==> config.mk <==
export PLATFORM = sky130hd
export DESIGN_NAME = chunk_adder
export DESIGN_NICKNAME = d
export VERILOG_FILES = /design/src/rtl/arith_pkg.sv /design/src/rtl/chunk_add.sv /design/src/rtl/chunk_adder.sv
export SDC_FILE = /design/constraint.sdc
export NUM_CORES = 1
export LEC_CHECK = 0
export ABC_AREA = 1
export BUFFER_PORTS_ARGS = -buffer_cell sky130_fd_sc_hd__buf_2
export CAP_MARGIN = 5
export CORE_MARGIN = 1
export CORE_UTILIZATION = 30
export CTS_CLUSTER_DIAMETER = 60
export CTS_CLUSTER_SIZE = 10
export DETAILED_ROUTE_END_ITERATION = 8
export GPL_TIMING_DRIVEN = 0
export PLACE_DENSITY = 0.55
export SETUP_SLACK_MARGIN = 0.05
export SYNTH_ARGS = -nofsm -noshare
export SYNTH_HDL_FRONTEND = slang
export SYNTH_SLANG_ARGS = --single-unit
==> constraint.sdc <==
create_clock -name clk -period 2 [get_ports clk]
set_clock_uncertainty 0.05 [all_clocks]
set_input_delay 0.2 -clock clk [delete_from_list [all_inputs] [get_ports clk]]
set_output_delay 0.2 -clock clk [all_outputs]
set_load 0.05 [all_outputs]
==> src/rtl/arith_pkg.sv <==
// Shared definitions for the chunked arithmetic block: op encodings and FSM state.
package arith_pkg;

   typedef enum logic [1:0] {
      OP_ADD  = 2'b00,
      OP_SUB  = 2'b01,
      OP_SADD = 2'b10,
      OP_ACC  = 2'b11
   } op_t;

   typedef enum logic [1:0] {
      IDLE = 2'b00,
      CALC = 2'b01,
      DONE = 2'b10
   } state_t;

endpackage

==> src/rtl/chunk_add.sv <==
// CHUNK-bit combinational adder slice with carry in and carry out.
module chunk_add #(
   parameter int CHUNK = 4
) (
   input  logic [CHUNK-1:0] x,
   input  logic [CHUNK-1:0] y,
   input  logic             ci,
   output logic [CHUNK-1:0] s,
   output logic             co
);

   assign {co, s} = {1'b0, x} + {1'b0, y} + {{CHUNK{1'b0}}, ci};

endmodule

==> src/rtl/chunk_adder.sv <==
// Multi-cycle adder: processes one CHUNK slice per cycle, LSB first, through a
// single shared chunk_add. Supports add, subtract, saturating add and accumulate.
module chunk_adder
   import arith_pkg::*;
#(
   parameter int WIDTH = 16,
   parameter int CHUNK = 4
) (
   input  logic             clk,
   input  logic             rst,
   input  logic             start,
   input  logic [1:0]       op,
   input  logic [WIDTH-1:0] a,
   input  logic [WIDTH-1:0] b,
   output logic             ready,
   output logic             busy,
   output logic             done,
   output logic [WIDTH-1:0] res,
   output logic             cout,
   output logic             ovf
);

   localparam int N    = WIDTH / CHUNK;
   localparam int IDXW = (N > 1) ? $clog2(N) : 1;

   generate
      if (CHUNK < 1 || (WIDTH % CHUNK) != 0) begin : g_bad_params
         $error("chunk_adder: WIDTH must be a positive multiple of CHUNK");
      end
   endgenerate

   state_t           state;
   op_t              op_r;
   logic [WIDTH-1:0] opa, opb, sum_r;
   logic             a_msb, b_msb;
   logic             carry;
   logic [IDXW-1:0]  idx;

   logic [CHUNK-1:0]       s_slice;
   logic                   c_slice;
   logic [WIDTH-1:0]       b_eff;
   logic [WIDTH+CHUNK-1:0] sum_shift;

   // Second operand as the adder sees it: ACC folds the current result back in.
   always_comb begin
      b_eff = b;
      if (op_t'(op) == OP_SUB)      b_eff = ~b;
      else if (op_t'(op) == OP_ACC) b_eff = res;
   end

   assign sum_shift = {s_slice, sum_r};

   chunk_add #(.CHUNK(CHUNK)) u_add (
      .x  (opa[CHUNK-1:0]),
      .y  (opb[CHUNK-1:0]),
      .ci (carry),
      .s  (s_slice),
      .co (c_slice)
   );

   always_ff @(posedge clk) begin
      if (rst) begin
         state <= IDLE;
         op_r  <= OP_ADD;
         ready <= 1'b1;
         busy  <= 1'b0;
         done  <= 1'b0;
         res   <= '0;
         cout  <= 1'b0;
         ovf   <= 1'b0;
         opa   <= '0;
         opb   <= '0;
         sum_r <= '0;
         a_msb <= 1'b0;
         b_msb <= 1'b0;
         carry <= 1'b0;
         idx   <= '0;
      end else begin
         done <= 1'b0;
         case (state)
            IDLE: begin
               if (start) begin
                  opa   <= a;
                  opb   <= b_eff;
                  a_msb <= a[WIDTH-1];
                  b_msb <= b_eff[WIDTH-1];
                  op_r  <= op_t'(op);
                  idx   <= '0;
                  carry <= (op_t'(op) == OP_SUB);
                  state <= CALC;
                  ready <= 1'b0;
                  busy  <= 1'b1;
               end
            end
            CALC: begin
               // Operands shift down so the active slice is always at bit 0.
               opa   <= opa >> CHUNK;
               opb   <= opb >> CHUNK;
               sum_r <= sum_shift[WIDTH+CHUNK-1:CHUNK];
               carry <= c_slice;
               idx   <= idx + 1'b1;
               if (idx == IDXW'(N - 1)) begin
                  state <= DONE;
                  busy  <= 1'b0;
               end
            end
            DONE: begin
               res   <= (op_r == OP_SADD && carry) ? '1 : sum_r;
               cout  <= carry;
               ovf   <= (a_msb == b_msb) && (sum_r[WIDTH-1] != a_msb);
               done  <= 1'b1;
               ready <= 1'b1;
               state <= IDLE;
            end
            default: state <= IDLE;
         endcase
      end
   end

endmodule

==> results.toml <==
[power]
p_sw_w = 0.000992
peakVddDrop_mv = 0.429
p_seq_share_pct = 43.9
pwr-share-comb_pct = 11.7
sw_frac_of_total_pct = 25.5
p_clk_share_pct = 44.4
internal_power_w = 0.00289
powerDensity_mw_per_mm2 = 916
power_leakage_nw = 1.96

[detailed_routing]
wire_per_inst_um = 14.4
avgViaCountPerCell = 4.75
dr_total_vias = 3313
drt_iter0_drc = 199
postRouteAntennaNets = 0
routed_wl_mm = 10.0
post-route-drc-count = 0
first_pass_iters = 4

[timing]
layout_setup_ws_ns = 0.269
relSlewSlack_pct = 64.6
min_period_over_period_pct = 86.5
rsz0062_at_grt = "no"
hold_viol_final = 0
max_slew.worst_pin.slew_ns = 0.531
slew_viol_final = 0
finalSetupViolCount = 0
finalSetupTns_ns = 0
clock.fmax_mhz = 578
period_needed_ns = 1.73

[clock_tree]
post_cts_resize_count = 0
cts.clk_slew.worst_paths_ns = 0.06
clock_latency_ns = 0.34
cts_setup_buffers = 0
cts_tree = "yes"
hold_buffers = 0
cts_buffers = 9
ctsRootBufferMaster = "clkbuf_16"
cts.sinks = 78
clockBufferDepth = 2
htreeDepth = 3

[floorplanning]
row_count = 38
num_io_pins = 58
start_util_pct = 31.4
die_h_um = 110
dieArea_mm2 = 0.0120
die_w_um = 110
fp.coreArea_mm2 = 0.0110

[synthesis]
synth_top_area_cell = "dfxtp_1"
synth-edff-count = 0
synth_async_sr_flop_share_pct = 0
yosysMostFrequentCell = "nand2_1"
yosys-top-cells-count = "nand2_1 (133), dfxtp_1 (78), inv_1 (57)"
syn_avg_cell_area_um2 = 7.13
syn-cell-area_mm2 = 0.00347
synth_top_area_share_pct = 45.0
synthTopCellsByArea = "dfxtp_1 (45%), nand2_1 (14%), o21ai_0 (6.5%)"
ys_ff_latch = 78
ys_warn_count = 0
ys_seq_area_share_pct = 45.0
synthCells = 486
synthFlopType = "dfxtp_1"
synth_nets = 529
synth.distinct_cells = 27

[layout]
postLayoutCoreUtil_pct = 38.4
area_growth_pct = 22.3
seqCellArea_mm2 = 0.00156
instances_no_fill = 698
multiInputGateArea_mm2 = 0.00153
nFillCells = 1210
nets = 597
drive_gt1_share_pct = 18.8
diodes = 0

[placed_design]
dp_slack_ns = 0.310
placed_cells = 683
io_buffers = 57
routabilityCongestion = 0.813
dp_hpwl_mm = 7.55

[worst_setup_path]
worstSetupStartpoint = "opb[0]"
arrival_ns = 1.90
cp-end-kind = "register"
worst_setup_path_start_kind = "register"
worst_ep_required_time_ns = 2.17
path_class = "reg -> reg"
critPathMaxFanout = 2
r2r_start = "opb[0]"

[grt]
grtUsageMet1_pct = 24.5
first_global_vias = 3052
gr-max-usage-layer = "met2"
grt.total_usage_pct = 17.7
antenna_found_initial = 0
grt_pass1_wl_mm = 15.8
met3_usage_pct = 3.68
use_met2_pct = 28.0
grt_max_degree = 14
grt_overflow_total = 0

[run]
maxCapViolations = 0

[min_path]
min_from = "rst"
hold_class = "in -> reg"

[outcome]
status = "finished, final reports clean"
kinds of logic after synthesis:
kind of cell,count (synthesis),share of synthesized area (%)
xor gates and xnor gates,1,0.253
DFF,78,45.0
AOI/OAI and AO/OA,115,17.9
buffers and inverters,89,10.8
and+or+nand+nor,197,23.4
adders and majority gates,6,2.60
power by group through the flow:
stage,logic (W),clock network [W],registers (W)
after global routing,0.000512,0.00183,0.00172
after floorplan,0.000294,0,0.00173
final,0.000454,0.00172,0.00171
after CTS,0.000457,0.00175,0.00171
after global placement,0.000445,0,0.00174
after detailed placement,0.000455,0,0.00174
cell usage in the layout (no fill, tap or decap), types with 2 or more instances in the layout:
master and n:
inv_1 57, buf_4 4, nor2_2 4, fa_1 2, o21ai_0 45, dfxtp_1 78
buf_2 72, inv_2 4, ha_1 4, clkbuf_1 7, nor2_1 23, a31oi_1 25
nand3b_1 3, nand2_1 133, clkinv_2 2, nand3_1 20, nor3_1 11, o21ai_1 6
a21oi_1 36, bufinv_16 2, clkbuf_16 9
registers in the layout (all words and copies together), names as in the netlist, 2 cells and up:
signal	cells
opa	16
opb	16
res	16
sum_r	16
idx	2
op_r	2
state	2
per-layer routing:
| metal | part of all wire [%] | vias to the layer above |
|---|---|---|
| met5 | 0 | - |
| met4 | 0.65 | 0 |
| met3 | 7.8 | 9 |
| met2 | 46 | 92 |
| met1 | 46 | 1509 |
| li1 | - | 1703 |
final cells by class:
class	instances	area share [%]
multi-input cells	319	36.1
flip-flops and latches	78	36.8
repair buffers	57	6.73
inverters	61	5.40
clock inverters	6	2.04
clock buffers	9	5.31
plain buffers	28	3.45
well taps	140	4.13
path summary, 6_finish.rpt:
kind	to	slack, ns	cells after the start
max reg2reg	carry	0.27	6
min	done	0.05	2
max	carry	0.27	6
min reg2reg	ready	0.40	2
critical path, stage by stage, from the launching register on:
cell	delay [ns]
dfxtp_1	0.36
fa_1	0.45
fa_1	0.42
nand2_1	0.09
a21oi_1	0.06
nor3_1	0.13
nor2_1	0.06
metrics by stage:
stage / power (W) / hold WS [ns] / area [um2]
finish: 0.00388 / 0.0471 / 4240
global route: 0.00405 / 0.0589 / 4240
CTS: 0.00392 / 0.0478 / 4240
detailed placement: 0.00219 / 0.394 / 3930
global placement: 0.00218 / 0.390 / 3930
floorplan: 0.00203 / 0.238 / 3470
(Power assumes the default switching activity.)
